<file path="src/rtl/mon_frame_tx_if.sv">
// Read handshake between the monitor FIFO (slave) and the frame transmitter (master).
// rdreq stays high until a one-cycle rdack; raddr/rdata are valid only while rdack is high.
interface mon_frame_tx_if;
    logic        empty;
    logic        rdreq;
    logic        rdack;
    logic [10:0] raddr;
    logic [17:0] rdata;

    modport master (input empty, output rdreq, input rdack, input raddr, input rdata);
    modport slave  (output empty, input rdreq, output rdack, output raddr, output rdata);
endinterface

</file>
<file path="src/rtl/mon_frame_tx.sv">
// Pops one host-write record from the monitor FIFO and sends it as a 6-byte 8N1 UART frame
// (A5, addr hi, addr lo, data hi, data mid, data lo), LSB first, bytes back-to-back.
module mon_frame_tx #(
    parameter int unsigned DIV = 234
) (
    input  logic           clk,
    input  logic           rst_x,
    mon_frame_tx_if.master fifo,
    output logic           sout,
    output logic [1:0]     dbg_state
);
    typedef enum logic [1:0] {
        S_IDLE = 2'd0,
        S_REQ  = 2'd1,
        S_SEND = 2'd2
    } state_t;

    localparam logic [15:0] DIV_LAST = 16'(DIV - 1);

    state_t      state_q;
    logic        rdreq_q;
    logic        sout_q;
    logic [28:0] hold_q;
    logic [2:0]  byte_q;
    logic [3:0]  bit_q;
    logic [15:0] div_q;

    logic [2:0]  byte_d;
    logic [3:0]  bit_d;
    logic [7:0]  tx_byte;
    logic        frame_last;
    logic        sout_d;

    // sout is registered, so the bit value is computed for the position being entered.
    always_comb begin
        bit_d      = (bit_q == 4'd9) ? 4'd0 : bit_q + 4'd1;
        byte_d     = (bit_q == 4'd9) ? byte_q + 3'd1 : byte_q;
        frame_last = (bit_q == 4'd9) && (byte_q == 3'd5);
        case (byte_d)
            3'd1:    tx_byte = {5'b0, hold_q[28:26]};
            3'd2:    tx_byte = hold_q[25:18];
            3'd3:    tx_byte = {6'b0, hold_q[17:16]};
            3'd4:    tx_byte = hold_q[15:8];
            3'd5:    tx_byte = hold_q[7:0];
            default: tx_byte = 8'hA5;
        endcase
        if (bit_d == 4'd0) begin
            sout_d = 1'b0;
        end else if (bit_d == 4'd9) begin
            sout_d = 1'b1;
        end else begin
            sout_d = tx_byte[3'(bit_d - 4'd1)];
        end
    end

    always_ff @(posedge clk or negedge rst_x) begin
        if (!rst_x) begin
            state_q <= S_IDLE;
            rdreq_q <= 1'b0;
            sout_q  <= 1'b1;
            hold_q  <= '0;
            byte_q  <= '0;
            bit_q   <= '0;
            div_q   <= '0;
        end else begin
            case (state_q)
                S_IDLE: begin
                    rdreq_q <= 1'b0;
                    sout_q  <= 1'b1;
                    if (!fifo.empty) begin
                        state_q <= S_REQ;
                        rdreq_q <= 1'b1;
                    end
                end
                S_REQ: begin
                    if (fifo.rdack) begin
                        hold_q  <= {fifo.raddr, fifo.rdata};
                        byte_q  <= '0;
                        bit_q   <= '0;
                        div_q   <= '0;
                        rdreq_q <= 1'b0;
                        sout_q  <= 1'b0;
                        state_q <= S_SEND;
                    end
                end
                S_SEND: begin
                    if (div_q == DIV_LAST) begin
                        div_q <= '0;
                        if (frame_last) begin
                            state_q <= S_IDLE;
                            sout_q  <= 1'b1;
                            bit_q   <= '0;
                            byte_q  <= '0;
                        end else begin
                            bit_q  <= bit_d;
                            byte_q <= byte_d;
                            sout_q <= sout_d;
                        end
                    end else begin
                        div_q <= div_q + 16'd1;
                    end
                end
                default: begin
                    state_q <= S_IDLE;
                    rdreq_q <= 1'b0;
                    sout_q  <= 1'b1;
                end
            endcase
        end
    end

    assign fifo.rdreq = rdreq_q;
    assign sout       = sout_q;
    assign dbg_state  = state_q;
endmodule
</file>
<file path="src/flat_wrapper.sv">
// flat-port wrapper written by rule: the top's interface ports become plain ports
module mon_frame_tx_flat 
#(
    parameter int unsigned DIV = 234
)
  (clk, rst_x, sout, dbg_state, fifo_empty, fifo_rdreq, fifo_rdack, fifo_raddr, fifo_rdata);
  mon_frame_tx_if fifo_i ();
  input  logic clk;
  input  logic rst_x;
  output logic sout;
  output logic [1:0] dbg_state;
  input wire logic [$bits(fifo_i.empty)-1:0] fifo_empty;
  output wire logic [$bits(fifo_i.rdreq)-1:0] fifo_rdreq;
  input wire logic [$bits(fifo_i.rdack)-1:0] fifo_rdack;
  input wire logic [$bits(fifo_i.raddr)-1:0] fifo_raddr;
  input wire logic [$bits(fifo_i.rdata)-1:0] fifo_rdata;
  assign fifo_i.empty = fifo_empty;
  assign fifo_rdreq = fifo_i.rdreq;
  assign fifo_i.rdack = fifo_rdack;
  assign fifo_i.raddr = fifo_raddr;
  assign fifo_i.rdata = fifo_rdata;
  mon_frame_tx #(.DIV(DIV)) u_core (.clk(clk), .rst_x(rst_x), .fifo(fifo_i), .sout(sout), .dbg_state(dbg_state));
endmodule
</file>
<file path="config.mk">
export PLATFORM = sky130hd
export DESIGN_NAME = mon_frame_tx_flat
export DESIGN_NICKNAME = d
export VERILOG_FILES = /design/src/rtl/mon_frame_tx_if.sv /design/src/rtl/mon_frame_tx.sv /design/src/flat_wrapper.sv
export SDC_FILE = /design/constraint.sdc
export NUM_CORES = 1
export LEC_CHECK = 0
export BUFFER_PORTS_ARGS = -buffer_cell sky130_fd_sc_hd__buf_2
export CAP_MARGIN = 20
export CORE_MARGIN = 1
export CORE_UTILIZATION = 29
export CTS_CLUSTER_DIAMETER = 30
export DETAILED_ROUTE_END_ITERATION = 6
export HOLD_SLACK_MARGIN = 0.02
export PLACE_DENSITY = 0.55
export SETUP_SLACK_MARGIN = 0.4
export SLEW_MARGIN = 30
export SYNTH_ARGS = -nofsm -noshare
export SYNTH_HDL_FRONTEND = slang
export SYNTH_SLANG_ARGS = --single-unit
export TNS_END_PERCENT = 100
</file>
<file path="constraint.sdc">
create_clock -name clk -period 7.5 [get_ports clk]
set_clock_uncertainty 0.1 [all_clocks]
set_input_delay 1.125 -clock clk [delete_from_list [all_inputs] [get_ports clk]]
set_output_delay 1.125 -clock clk [all_outputs]
set_load 0.02 [all_outputs]
</file>
==> flow_summary.json <==
{
  "place.gp.congestion": 0.7816,
  "multi_input_area_um2": 1717,
  "worstReg2RegStart": "u_core.byte_q[0]",
  "crit_type": "flip-flop to flip-flop",
  "clock-sinks": 56,
  "tritoncts": "yes",
  "setup_viol": 0,
  "antenna_found_initial": 0,
  "avgRoutedWirePerCell_um": 14.46,
  "p_sw_frac": 0.3199,
  "firstDrtPassIters": 5,
  "peakVddDrop_uv": 123.6,
  "highest_layer": "met4",
  "antenna_cells": 0,
  "cts-resized-gates": 0,
  "num_rows": 38,
  "htree_levels": 2,
  "yosysSeqAreaShare": 0.4284,
  "route.met2.wl_um": 3310,
  "synth_edf_count": 0,
  "vias": 2542,
  "slew_headroom": 0.5085,
  "nets": 400,
  "clkLatencyLatePin_ps": 300,
  "p_int_mw": 0.5309,
  "finalHoldViolations": 0,
  "fmax_ghz": 0.3361,
  "rrSetupSlack_ps": 4520,
  "cts_buffers": 5,
  "synth_fp_nets": 377,
  "fin_util": 0.3367,
  "switchingPower_mw": 0.2497,
  "ant_nets": 0,
  "clkPwrFrac": 0.308,
  "wl_met3_um": 263,
  "fin_tns_setup_ps": 0,
  "leakage_nw": 1.675,
  "maxSlewViolCount": 0,
  "ys.warnings.count": 0,
  "drv_cap": 0,
  "regArea_um2": 1403,
  "tightest_slew_ps": 737.2,
  "syn_area_per_cell_um2": 9.688,
  "holdBufCountCts": 0,
  "track_usage": 0.1336,
  "period_share": 0.3967,
  "min_from": "u_core.fifo.rdreq",
  "synth_top_flop_cell": "dfrtp_1",
  "power_density_nw_per_um2": 212.0,
  "postSynthCellCount": 338,
  "die_w_um": 108.3,
  "critPathCaptureType": "flip-flop",
  "min_to": "u_core.fifo.rdreq",
  "die_y_um": 108.3,
  "coreArea_um2": 10940,
  "drive_gt1_frac": 0.2293,
  "drt_drc_violations_left": 0,
  "reg2reg_depth": 8,
  "path_max_fanout": 16,
  "synthDistinctLibCells": 58,
  "synth-seq-cells": 56,
  "wirelength_met1_um": 3623,
  "io_buffer_count": 36,
  "cp-startpoint": "u_core.byte_q[0]",
  "start_util": 0.2994,
  "synth_area_um2": 3274,
  "fill_cells": 1146,
  "crit_required_ps": 7630,
  "area_growth_pct": 12.46,
  "drt_wl_total_um": 7257,
  "hold-path-cell-count": 1,
  "first_global_vias": 2560,
  "root_buffer": "clkbuf_16",
  "cp-start-kind": "flip-flop",
  "p_seq_frac": 0.495,
  "cts_buffer_depth": 2,
  "path_clk_slew_ps": 80,
  "vias_per_cell": 5.064,
  "critPathArrivalTime_ps": 3100,
  "first_iter_violations": 189,
  "min_path_type": "flip-flop to flip-flop",
  "p_total_mw": 0.7806,
  "grt-ovfl-total": 0,
  "async_reset_ff_frac": 1.000,
  "grt_start_max_net_pins": 57,
  "dp_hpwl_um": 5135,
  "grt_pass1_wl_um": 12560,
  "cts_setup_buffers": 0,
  "rsz0062_at_grt": "false",
  "r2r_end": "u_core.sout",
  "dieArea_um2": 11720,
  "ios": 37,
  "comb_power_share": 0.197,
  "finalCriticalPeriod_ps": 2975,
  "status": "finished clean"
}
metrics by stage:
stage | std cells | hold WS (ps) | area, µm² | worst slack (ps)
detailed placement | 494 | 390.2 | 3535 | 4629
global placement | 494 | 385.2 | 3535 | 4578
global route | 502 | 428.2 | 3682 | 4298
CTS | 502 | 409.5 | 3682 | 4585
finish | 502 | 406.4 | 3682 | 4525
floorplan | 338 | 362.3 | 3274 | 5131
worst max-delay path: stages, from the launching register on:
cell and delay [ps]:
dfrtp_1 750, ha_1 480, xnor2_1 240, nand2_1 90, o31ai_1 530, a221oi_1 180, o31ai_1 270, a32oi_1 100
o21ai_1 150
area by class of cell:
type	instances	area share
multi-input combinational	248	0.4662
sequential	56	0.3809
timing repair buffer	38	0.05301
tap	140	0.04757
clock buffer	5	0.03398
inverter	12	0.01223
clock inverter	3	0.006116
flip-flops by register name, indices dropped and copies added, names as in the netlist:
register / cells
u_core.div_q: 16
u_core.fifo.rdreq: 1
u_core.sout: 1
u_core.hold_q: 29
u_core.byte_q: 3
u_core.dbg_state: 2
u_core.bit_q: 4
placed cells by master, fill, tap and decap left out, types with 2 or more instances in the layout:
master	synthesis	routed
a211oi_1	3	3
a21o_1	2	2
a21oi_1	14	14
a221oi_1	5	5
a22o_1	2	2
a22oi_1	2	2
a31oi_1	3	3
a32oi_1	2	2
and2_1	2	2
and3_1	6	6
buf_2	1	36
buf_4	3	2
clkbuf_16	0	5
dfrtp_1	55	55
ha_1	6	6
inv_1	12	12
mux2_2	31	31
mux2i_1	7	7
nand2_1	36	36
nand2b_1	7	7
nand3_1	11	11
nand4_1	3	3
nor2_1	14	14
nor2b_1	5	5
nor3_1	4	4
o211ai_1	4	4
o21a_1	2	2
o21ai_0	36	36
o22ai_1	5	5
o31ai_1	3	3
o32ai_1	2	2
o41ai_1	3	3
xnor2_1	5	5
xor2_1	2	2
Yosys cell counts (2+ instances only):
cell | instances | area share
a22oi_1 | 2 | 0.0046
o31ai_1 | 3 | 0.0069
buf_4 | 3 | 0.0069
and2_1 | 2 | 0.0038
a22o_1 | 2 | 0.0054
a21o_1 | 2 | 0.0046
nand2b_1 | 7 | 0.013
o211ai_1 | 4 | 0.0092
and3_1 | 6 | 0.011
o41ai_1 | 3 | 0.0080
a211oi_1 | 3 | 0.0069
inv_1 | 12 | 0.014
nor3_1 | 4 | 0.0061
nand4_1 | 3 | 0.0057
mux2_2 | 31 | 0.11
buf_6 | 2 | 0.0069
o22ai_1 | 5 | 0.0096
clkbuf_1 | 13 | 0.015
nor2b_1 | 5 | 0.0096
o32ai_1 | 2 | 0.0054
dfrtp_1 | 55 | 0.42
a31oi_1 | 3 | 0.0057
buf_1 | 3 | 0.0034
a21oi_1 | 14 | 0.021
mux2i_1 | 7 | 0.021
a221oi_1 | 5 | 0.013
xnor2_1 | 5 | 0.013
o21a_1 | 2 | 0.0046
nor2_1 | 14 | 0.016
xor2_1 | 2 | 0.0054
a32oi_1 | 2 | 0.0054
nand2_1 | 36 | 0.041
o21ai_0 | 36 | 0.055
nand3_1 | 11 | 0.017
ha_1 | 6 | 0.023
power by group through the flow:
stage                     Clock, mW  Sequential (mW)  Combinational [mW]
after floorplan                   0            0.367               0.131
after global placement            0            0.390               0.154
after detailed placement          0            0.391               0.155
after CTS                     0.248            0.386               0.156
after global routing          0.258            0.395               0.175
final                         0.240            0.386               0.154
per-layer routing:
metal / GRT usage / vias up
li1: - / 1276
met3: 0.01869 / 6
met2: 0.2134 / 58
met5: 0 / -
met1: 0.1888 / 1202
met4: 0.03571 / 0
cell families after synthesis:
group	after synthesis	share of synthesized area
and+or+nand+nor	99	0.1551
DFF	56	0.4284
xor gates and xnor gates	8	0.02713
AOI/OAI and AO/OA	96	0.1865
adders and majority gates	6	0.02293
muxes	39	0.1326
buffers and inverters	34	0.04738
worst max-delay path by stage:
stage,end,slack (ps),depth (start not counted)
3_3_place_gp,u_core.sout,4580,8
5_1_grt,u_core.sout,4300,8
2_1_floorplan,u_core.sout,5130,10
4_1_cts,u_core.sout,4590,8
6_report,u_core.sout,4520,8
3_5_place_dp,u_core.sout,4630,8
No activity file was read; power rests on OpenSTA's default activity.
